--- src/rtl/dmem_arb_pkg.sv ---
// Shared definitions for the data-memory arbiter: port indices, issue-entry
// control fields and default geometry.
package dmem_arb_pkg;

  localparam int DATA_W_DEF = 32;
  localparam int ADDR_W_DEF = 32;
  localparam int DEPTH_DEF  = 64;

  typedef enum logic {
    PORT_CORE = 1'b0,
    PORT_DMA  = 1'b1
  } port_e;

  // Control half of the issue entry; address and data widths follow the
  // top-level parameters and are held alongside it.
  typedef struct packed {
    logic  valid;
    port_e port;
    logic  we;
  } issue_ctrl_t;

endpackage

--- src/rtl/rr_arb2.sv ---
// Two-input round-robin arbiter. A lone requester wins every cycle; under
// contention the port that did not win last is granted.
module rr_arb2
  import dmem_arb_pkg::*;
(
  input  logic       clk,
  input  logic       reset,
  input  logic [1:0] req,
  input  logic       accept,
  output logic [1:0] gnt
);

  port_e prio;

  always_comb begin
    // NOTE: every combinational output gets a default first so no path can
    // leave it unassigned and infer a latch.
    gnt = req;
    if (req == 2'b11) begin
      gnt = (prio == PORT_CORE) ? 2'b01 : 2'b10;
    end
  end

  always_ff @(posedge clk or negedge reset) begin
    if (!reset) begin
      prio <= PORT_CORE;
    end else if (accept) begin
      // NOTE: sequential state uses non-blocking assignments so every
      // register samples pre-edge values regardless of block order.
      prio <= gnt[0] ? PORT_DMA : PORT_CORE;
    end
  end

endmodule

--- src/rtl/dmem_arbiter.sv ---
// Round-robin sharing of the single-port data memory between the core LSU
// (port 0) and a DMA/debug master (port 1), with a one-entry issue stage.
module dmem_arbiter
  import dmem_arb_pkg::*;
#(
  parameter int DATA_W = DATA_W_DEF,
  parameter int ADDR_W = ADDR_W_DEF,
  parameter int DEPTH  = DEPTH_DEF
) (
  input  logic              clk,
  input  logic              reset,
  input  logic              req0,
  input  logic              req1,
  input  logic              we0,
  input  logic              we1,
  input  logic [ADDR_W-1:0] addr0,
  input  logic [ADDR_W-1:0] addr1,
  input  logic [DATA_W-1:0] wdata0,
  input  logic [DATA_W-1:0] wdata1,
  output logic              gnt0,
  output logic              gnt1,
  output logic              rvalid0,
  output logic              rvalid1,
  output logic [DATA_W-1:0] rdata0,
  output logic [DATA_W-1:0] rdata1,
  output logic              oor,
  output logic              MemRead,
  output logic              MemWrite,
  output logic [ADDR_W-1:0] read_address,
  output logic [DATA_W-1:0] Write_data,
  input  logic [DATA_W-1:0] MemData_in
);

  logic [1:0]        gnt;
  logic              accept;
  issue_ctrl_t       iss;
  logic [ADDR_W-1:0] iss_addr;
  logic [DATA_W-1:0] iss_wdata;
  logic              in_range;
  logic [1:0]        ret_valid;
  logic [DATA_W-1:0] ret_data;

  assign accept = |gnt;

  rr_arb2 u_arb (
    .clk    (clk),
    .reset  (reset),
    .req    ({req1, req0}),
    .accept (accept),
    .gnt    (gnt)
  );

  assign gnt0 = gnt[0];
  assign gnt1 = gnt[1];

  // Loaded every edge; the payload of an idle cycle is don't-care because
  // all memory-side outputs are qualified by valid.
  always_ff @(posedge clk or negedge reset) begin
    if (!reset) begin
      iss       <= '0;
      iss_addr  <= '0;
      iss_wdata <= '0;
    end else begin
      iss.valid <= accept;
      iss.port  <= gnt[1] ? PORT_DMA : PORT_CORE;
      iss.we    <= gnt[1] ? we1 : we0;
      iss_addr  <= gnt[1] ? addr1 : addr0;
      iss_wdata <= gnt[1] ? wdata1 : wdata0;
    end
  end

  assign in_range     = (iss_addr < ADDR_W'(DEPTH));
  assign MemRead      = iss.valid & ~iss.we & in_range;
  assign MemWrite     = iss.valid & iss.we & in_range;
  assign oor          = iss.valid & ~in_range;
  assign read_address = iss.valid ? iss_addr : '0;
  assign Write_data   = iss.valid ? iss_wdata : '0;

  // Read data is captured at the end of the issue cycle; an out-of-range
  // read still completes, with zero data.
  always_ff @(posedge clk or negedge reset) begin
    if (!reset) begin
      ret_valid <= 2'b00;
      ret_data  <= '0;
    end else begin
      ret_valid <= 2'b00;
      if (iss.valid && !iss.we) begin
        ret_valid <= (iss.port == PORT_DMA) ? 2'b10 : 2'b01;
        ret_data  <= in_range ? MemData_in : '0;
      end
    end
  end

  assign rvalid0 = ret_valid[0];
  assign rvalid1 = ret_valid[1];
  assign rdata0  = ret_valid[0] ? ret_data : '0;
  assign rdata1  = ret_valid[1] ? ret_data : '0;

endmodule

--- config.mk ---
export PLATFORM = sky130hd
export DESIGN_NAME = dmem_arbiter
export DESIGN_NICKNAME = d
export VERILOG_FILES = /design/src/rtl/dmem_arb_pkg.sv /design/src/rtl/rr_arb2.sv /design/src/rtl/dmem_arbiter.sv
export SDC_FILE = /design/constraint.sdc
export NUM_CORES = 1
export LEC_CHECK = 0
export ABC_AREA = 1
export BUFFER_PORTS_ARGS = -buffer_cell sky130_fd_sc_hd__buf_2
export CORE_MARGIN = 8
export CORE_UTILIZATION = 35
export CTS_BUF_LIST = sky130_fd_sc_hd__clkbuf_8
export DETAILED_ROUTE_END_ITERATION = 12
export PLACE_DENSITY = 0.73
export SKIP_LAST_GASP = 1
export SYNTH_ARGS = -nofsm -noshare
export SYNTH_HDL_FRONTEND = slang
export SYNTH_HIERARCHICAL = 1
export SYNTH_SLANG_ARGS = --single-unit
export TNS_END_PERCENT = 1
--- constraint.sdc ---
create_clock -name clk -period 1.6 [get_ports clk]
set_clock_uncertainty 0.1 [all_clocks]
set_input_delay 0.16 -clock clk [delete_from_list [all_inputs] [get_ports clk]]
set_output_delay 0.16 -clock clk [all_outputs]
set_load 0.1 [all_outputs]
## After elaboration in Yosys (flattened, before gate mapping)

Cells that the tools add are included.

- Output and inout port bits: 135
- Register bits: 102
- Bits of input ports: 166
- Logic and storage cells: 34

- Muxes and demuxes: 14
- $lt $le $gt $ge: 1
- Reductions and logical operators: 3
- Equal/unequal tests: 1
- Bitwise logic cells: 7

Operator list:

| operator | number |
|---|---|
| 32-bit two-way mux | 7 |
| 32-bit by 7-bit < comparator with 1-bit output, second input constant | 1 |
| 2-bit two-way mux | 4 |
| 1-bit bitwise AND | 5 |
| 1-bit two-way mux | 3 |
| 2-bit equality test, second input constant | 1 |
| 1-bit NOT | 2 |
| 2-bit OR reduction | 1 |
| 1-bit logical AND | 1 |
| 1-bit zero test | 1 |

## Depth between registers and ports, before layout

- Depth after elaboration: 3
- Mapped depth: 8
- Mapped depth without buffers: 7

## Cells and area by module

Netlist, hierarchy kept.

Modules (own cells, without submodules):

| module | area each (um2) | cells an instance | instances | sequential area each (um2) |
|---|---|---|---|---|
| dmem_arbiter | 4964.8 | 722 | 1 | 2527.4 |
| rr_arb2 | 62.6 | 9 | 1 | 25.0 |

## Worst setup path after synthesis

Ideal clock, no wire load.

- Kind: register to register
- From: reg u_arb.prio
- To: reg iss_wdata[10]
- Cell stages (with the launch flop): 8
- Buffers on the path: 2
- Library setup time: 0.117 ns
- Arrival time: 2.601 ns
- Slack: -1.218 ns
- Cells stage by stage: dfrtp_1 inv_1 a21boi_1 inv_1 buf_2 clkbuf_1 nand2_1 nand2_1

- Longest elaborated chain between the ends: 3

Ends and longest elaborated chain:

| element | line | text |
|---|---|---|
| from (decl) | rr_arb2.sv:13 | `port_e prio;` |
| from (signal assigned) | rr_arb2.sv:30 | `prio <= gnt[0] ? PORT_DMA : PORT_CORE;` |
| 2-bit two-way mux | rr_arb2.sv:20 | `gnt = (prio == PORT_CORE) ? 2'b01 : 2'b10;` |
| 2-bit two-way mux | rr_arb2.sv:19 | `if (req == 2'b11) begin` |
| named net gnt1 | dmem_arbiter.sv:21 | `output logic gnt1,` |
| 32-bit two-way mux | dmem_arbiter.sv:68 | `iss_wdata <= gnt[1] ? wdata1 : wdata0;` |
| to (signal assigned) | dmem_arbiter.sv:68 |  |
| to (decl) | dmem_arbiter.sv:38 | `logic [DATA_W-1:0] iss_wdata;` |

The timed path passes the listed nets, and every way through them passes these cells.
A chain may end at the register's enable or synchronous reset.

## Final worst setup path

- From: reg iss_addr[9]
- To: out MemWrite

- Longest elaborated chain between the ends: 2

Ends and longest elaborated chain:

| element | line | text |
|---|---|---|
| from (decl) | dmem_arbiter.sv:37 | `logic [ADDR_W-1:0] iss_addr;` |
| from (signal assigned) | dmem_arbiter.sv:67 | `iss_addr <= gnt[1] ? addr1 : addr0;` |
| 32-bit by 7-bit < comparator with 1-bit output | dmem_arbiter.sv:72 | `assign in_range = (iss_addr < ADDR_W'(DEPTH));` |
| 1-bit bitwise AND | dmem_arbiter.sv:74 | `assign MemWrite = iss.valid & iss.we & in_range;` |
| to (decl) | dmem_arbiter.sv:28 | `output logic MemWrite,` |

No other way between the ends.

==> metrics.md <==
| Metric | Value |
|---|---|
| Hold Startpoint | req0 |
| Hold Slack | about 0.17 ns |
| Final setup viols | 147 |
| Ys async rst share | 100% |
| Largest net degree at the start of global routing | 103 |
| Sink Count | between 100 and 150 |
| Die height | approximately 140 µm |
| EDFF count, synth | 0 |
| Core Area | 0.0143 mm² |
| Pleak | 5.61 nW |
| Die width | 136 µm |
| Synth top area share | 50.8% |
| FILL cells | ~800 |
| Highest cell delay on the worst timing path | 0.41 ns |
| Max IR drop VDD | 0.606 mV |
| Hold endpoint | iss[2] |
| Critical-path maximum fanout | 2 |
| CP endpoint kind | primary output |
| Final-stage net count | 1354 |
| Reg-to-reg endpoint | ret_data[11] |
| PD cells | 767 mW/mm² |
| Setup tns final | -12.82 ns |
| Register-to-register setup slack | -0.13 ns |
| Syn_nets | 897 |
| CTS buffer count | 9 |
| Top FF cell, synth | dfrtp_1 |
| Seq cells post-synth | 102 |
| Cell taking the most area after synthesis | dfrtp_1 |
| CTS max path bufs | 2 |
| CP delay by family, top | simple AND/OR/NAND/NOR gates |
| Initial Util | 35.3% |
| CTS tree | yes |
| Critical path class | register to primary output |
| Achievable Freq | 499 MHz |
| Reg2reg start | iss_addr[9] |
| PnR worst setup slack | -0.405 ns |
| Buffers on Ports | 300 |
| Die area | about 0.018 mm² |
| Vias in the first global route | ~7000 |
| DP Wirelength | 14.1 mm |
| Required time of the critical path | 1.34 ns |
| Post-Route WL | 24.8 mm |
| H-tree depth | 3 |
| Post-route non-filler standard cell count | 1389 |
| Post-synth cell types | 16 |
| First-pass GRT wire length | 37.5 mm |
| Fin crit share | 125% |
| Mean Syn Cell Area | between 6 and 7 µm² |
| WP data arrival | 1.75 ns |
| Worst path slowest cell | dfrtp_1 |
| Layout area overhead | 118% |
| Crit path top cell by count | nor2_4 |
| Crit-path cells | nor2_1 > nand2_1 > nor2_2 > nand2_2 > nor2_4 > inv_2 > nor2_4 > buf_12 |
| Clk_lat worst skew | 0.38 ns |
| CTS Root Cell | clkbuf_8 |
| DRT Pass-1 Iters | 5 |
| Largest cells by area after synthesis | dfrtp_1, nand2_1, inv_1 |
| Yosys warns | 6 |
| Status | complete, but fails checks |
| Worst R2R Path Depth | 9 |
| Synthesized area | 0.00503 mm² |
| Placer Congestion | 0.806 |
| Final hold vios | 0 |
| Max-Cap Viols | 0 |
| Crit path launch type | register |
| Share of layout cells above drive strength 1 | approximately a third |
| GR Util All Layers | roughly a quarter |
| DRC errors left | 0 |
| Synth Instances | approximately 730 |
| Gr ovfl total | 0 |
| Vias | 6592 |
| RSZ-0062 raised after global routing | yes |
| Synth top cells by count | nand2_1, inv_1, dfrtp_1, nand3_1, nor2_1 |
| Pwr Total | between 8 and 9 mW |
| Starting DRT DRC Count | approximately 340 |
| Hold Path Depth | 3 |
| Placed cell count | 1195 |
| Initial antenna violation count | 8 |
| Register area share after synthesis | between 50% and 60% |
| DRT antenna net count | 0 |
| Hold WC Path Type | input port to register |
| I/O pin cnt | approximately 300 |
| Postcts setup bufs | 0 |
| Most numerous cell in the Yosys netlist | nand2_1 |
| Worst slew pin tran | 0.548 ns |
| Vias per cell | 4.75 |
| Rows | 44 |
| Clock transition at path regs | 0.10 ns |
| Minimum clock period | 2.01 ns |
| Final Max Tran Viols | 0 |
| Crit path buffers/inverters | 2 |
| Slew HR | 63.5% |
| Wire per inst | 17.9 µm |
| Failing checks | negative setup slack |
[layer usage]
metal | global-route usage (%) | wire length (µm) | vias up
met1 | 26.6 | 8320 | 3050
met3 | 9.16 | 2790 | 110
met2 | 45.4 | 12300 | 429
met5 | 0 | 0 | -
met4 | 17.8 | 1440 | 0
li1 | - | - | 3003
[stage by stage]
| step | setup slack, ns | util [%] | area (µm²) |
|---|---|---|---|
| 6_report | -0.405 | 76.7 | 10900 |
| 4_1_cts | -0.411 | 76.5 | 10900 |
| 5_1_grt | -0.544 | 76.6 | 10900 |
| 2_1_floorplan | -0.173 | - | 5300 |
| 3_5_place_dp | -0.0916 | 63.5 | 9060 |
| 3_3_place_gp | -0.0497 | 63.5 | 9060 |
[what timing repair did]
item / 4_1_cts / 5_1_grt
gates resized for setup: 3 / 3
hold buffers: 166 / 0
pin swaps: 2 / 2
hold endpoints to repair: 201 / 0
endpoints found under the setup margin: 148 / 162
[cells by family after synthesis]
family,Yosys count,synth area share [%]
buf+inv,171,13.8
compound gates,1,0.149
flops,102,50.8
simple gates,457,35.2
[worst max-delay path by stage]
stage	cells past startpoint	start	endpoint	slack, ns
after floorplan	7	u_arb/prio	u_arb/prio	-0.17
after detailed placement	9	iss_addr[15]	ret_data[31]	-0.09
after CTS	8	iss_addr[20]	MemWrite	-0.41
final	8	iss_addr[9]	MemWrite	-0.41
after global placement	9	iss_addr[15]	ret_data[20]	-0.05
after global routing	8	iss_addr[14]	MemWrite	-0.54
[cells in the final DEF (no fill, tap or decap), drive strengths merged]
| master | count |
|---|---|
| dfrtp | 102 |
| clkinvlp | 60 |
| or2 | 1 |
| clkbuf | 11 |
| and2 | 1 |
| nand3 | 33 |
| a21boi | 1 |
| nor2 | 23 |
| nand2 | 399 |
| diode | 12 |
| buf | 316 |
| dlygate4sd3 | 166 |
| clkinv | 3 |
| inv | 77 |
[state kept, by name, summed over array words and instances, names as in the netlist]
signal and count:
iss_addr 32, iss_wdata 32, ret_data 32, iss 3, ret_valid 2, u_arb/prio 1
[power by group]
group / switching, mW / internal [mW] / leakage [nW]
Clock: 0.907 / 0.639 / 0.102
Sequential: 0.103 / 2.77 / 1.28
Combinational: 2.55 / 1.43 / 4.22
[worst reg2reg max path, stage by stage (launching register included)]
cell,delay [ns]
dfrtp_1,0.41
nor2_1,0.13
nand2_1,0.07
nor2_2,0.09
nand2_2,0.08
nor2_4,0.18
buf_12,0.13
buf_4,0.25
nand3_1,0.13
nand2_1,0.08
[area by class of cell]
class	count	area, µm²	share of cell area, %
repair buffers	482	5390	49.3
flip-flops and latches	102	2560	23.4
multi-input cells	458	1820	16.7
inverters	135	732	6.69
well taps	184	230	2.10
clock buffers	11	151	1.38
diodes	12	30.0	0.275
clock inverters	5	26.3	0.240
(Power assumes the default switching activity.)
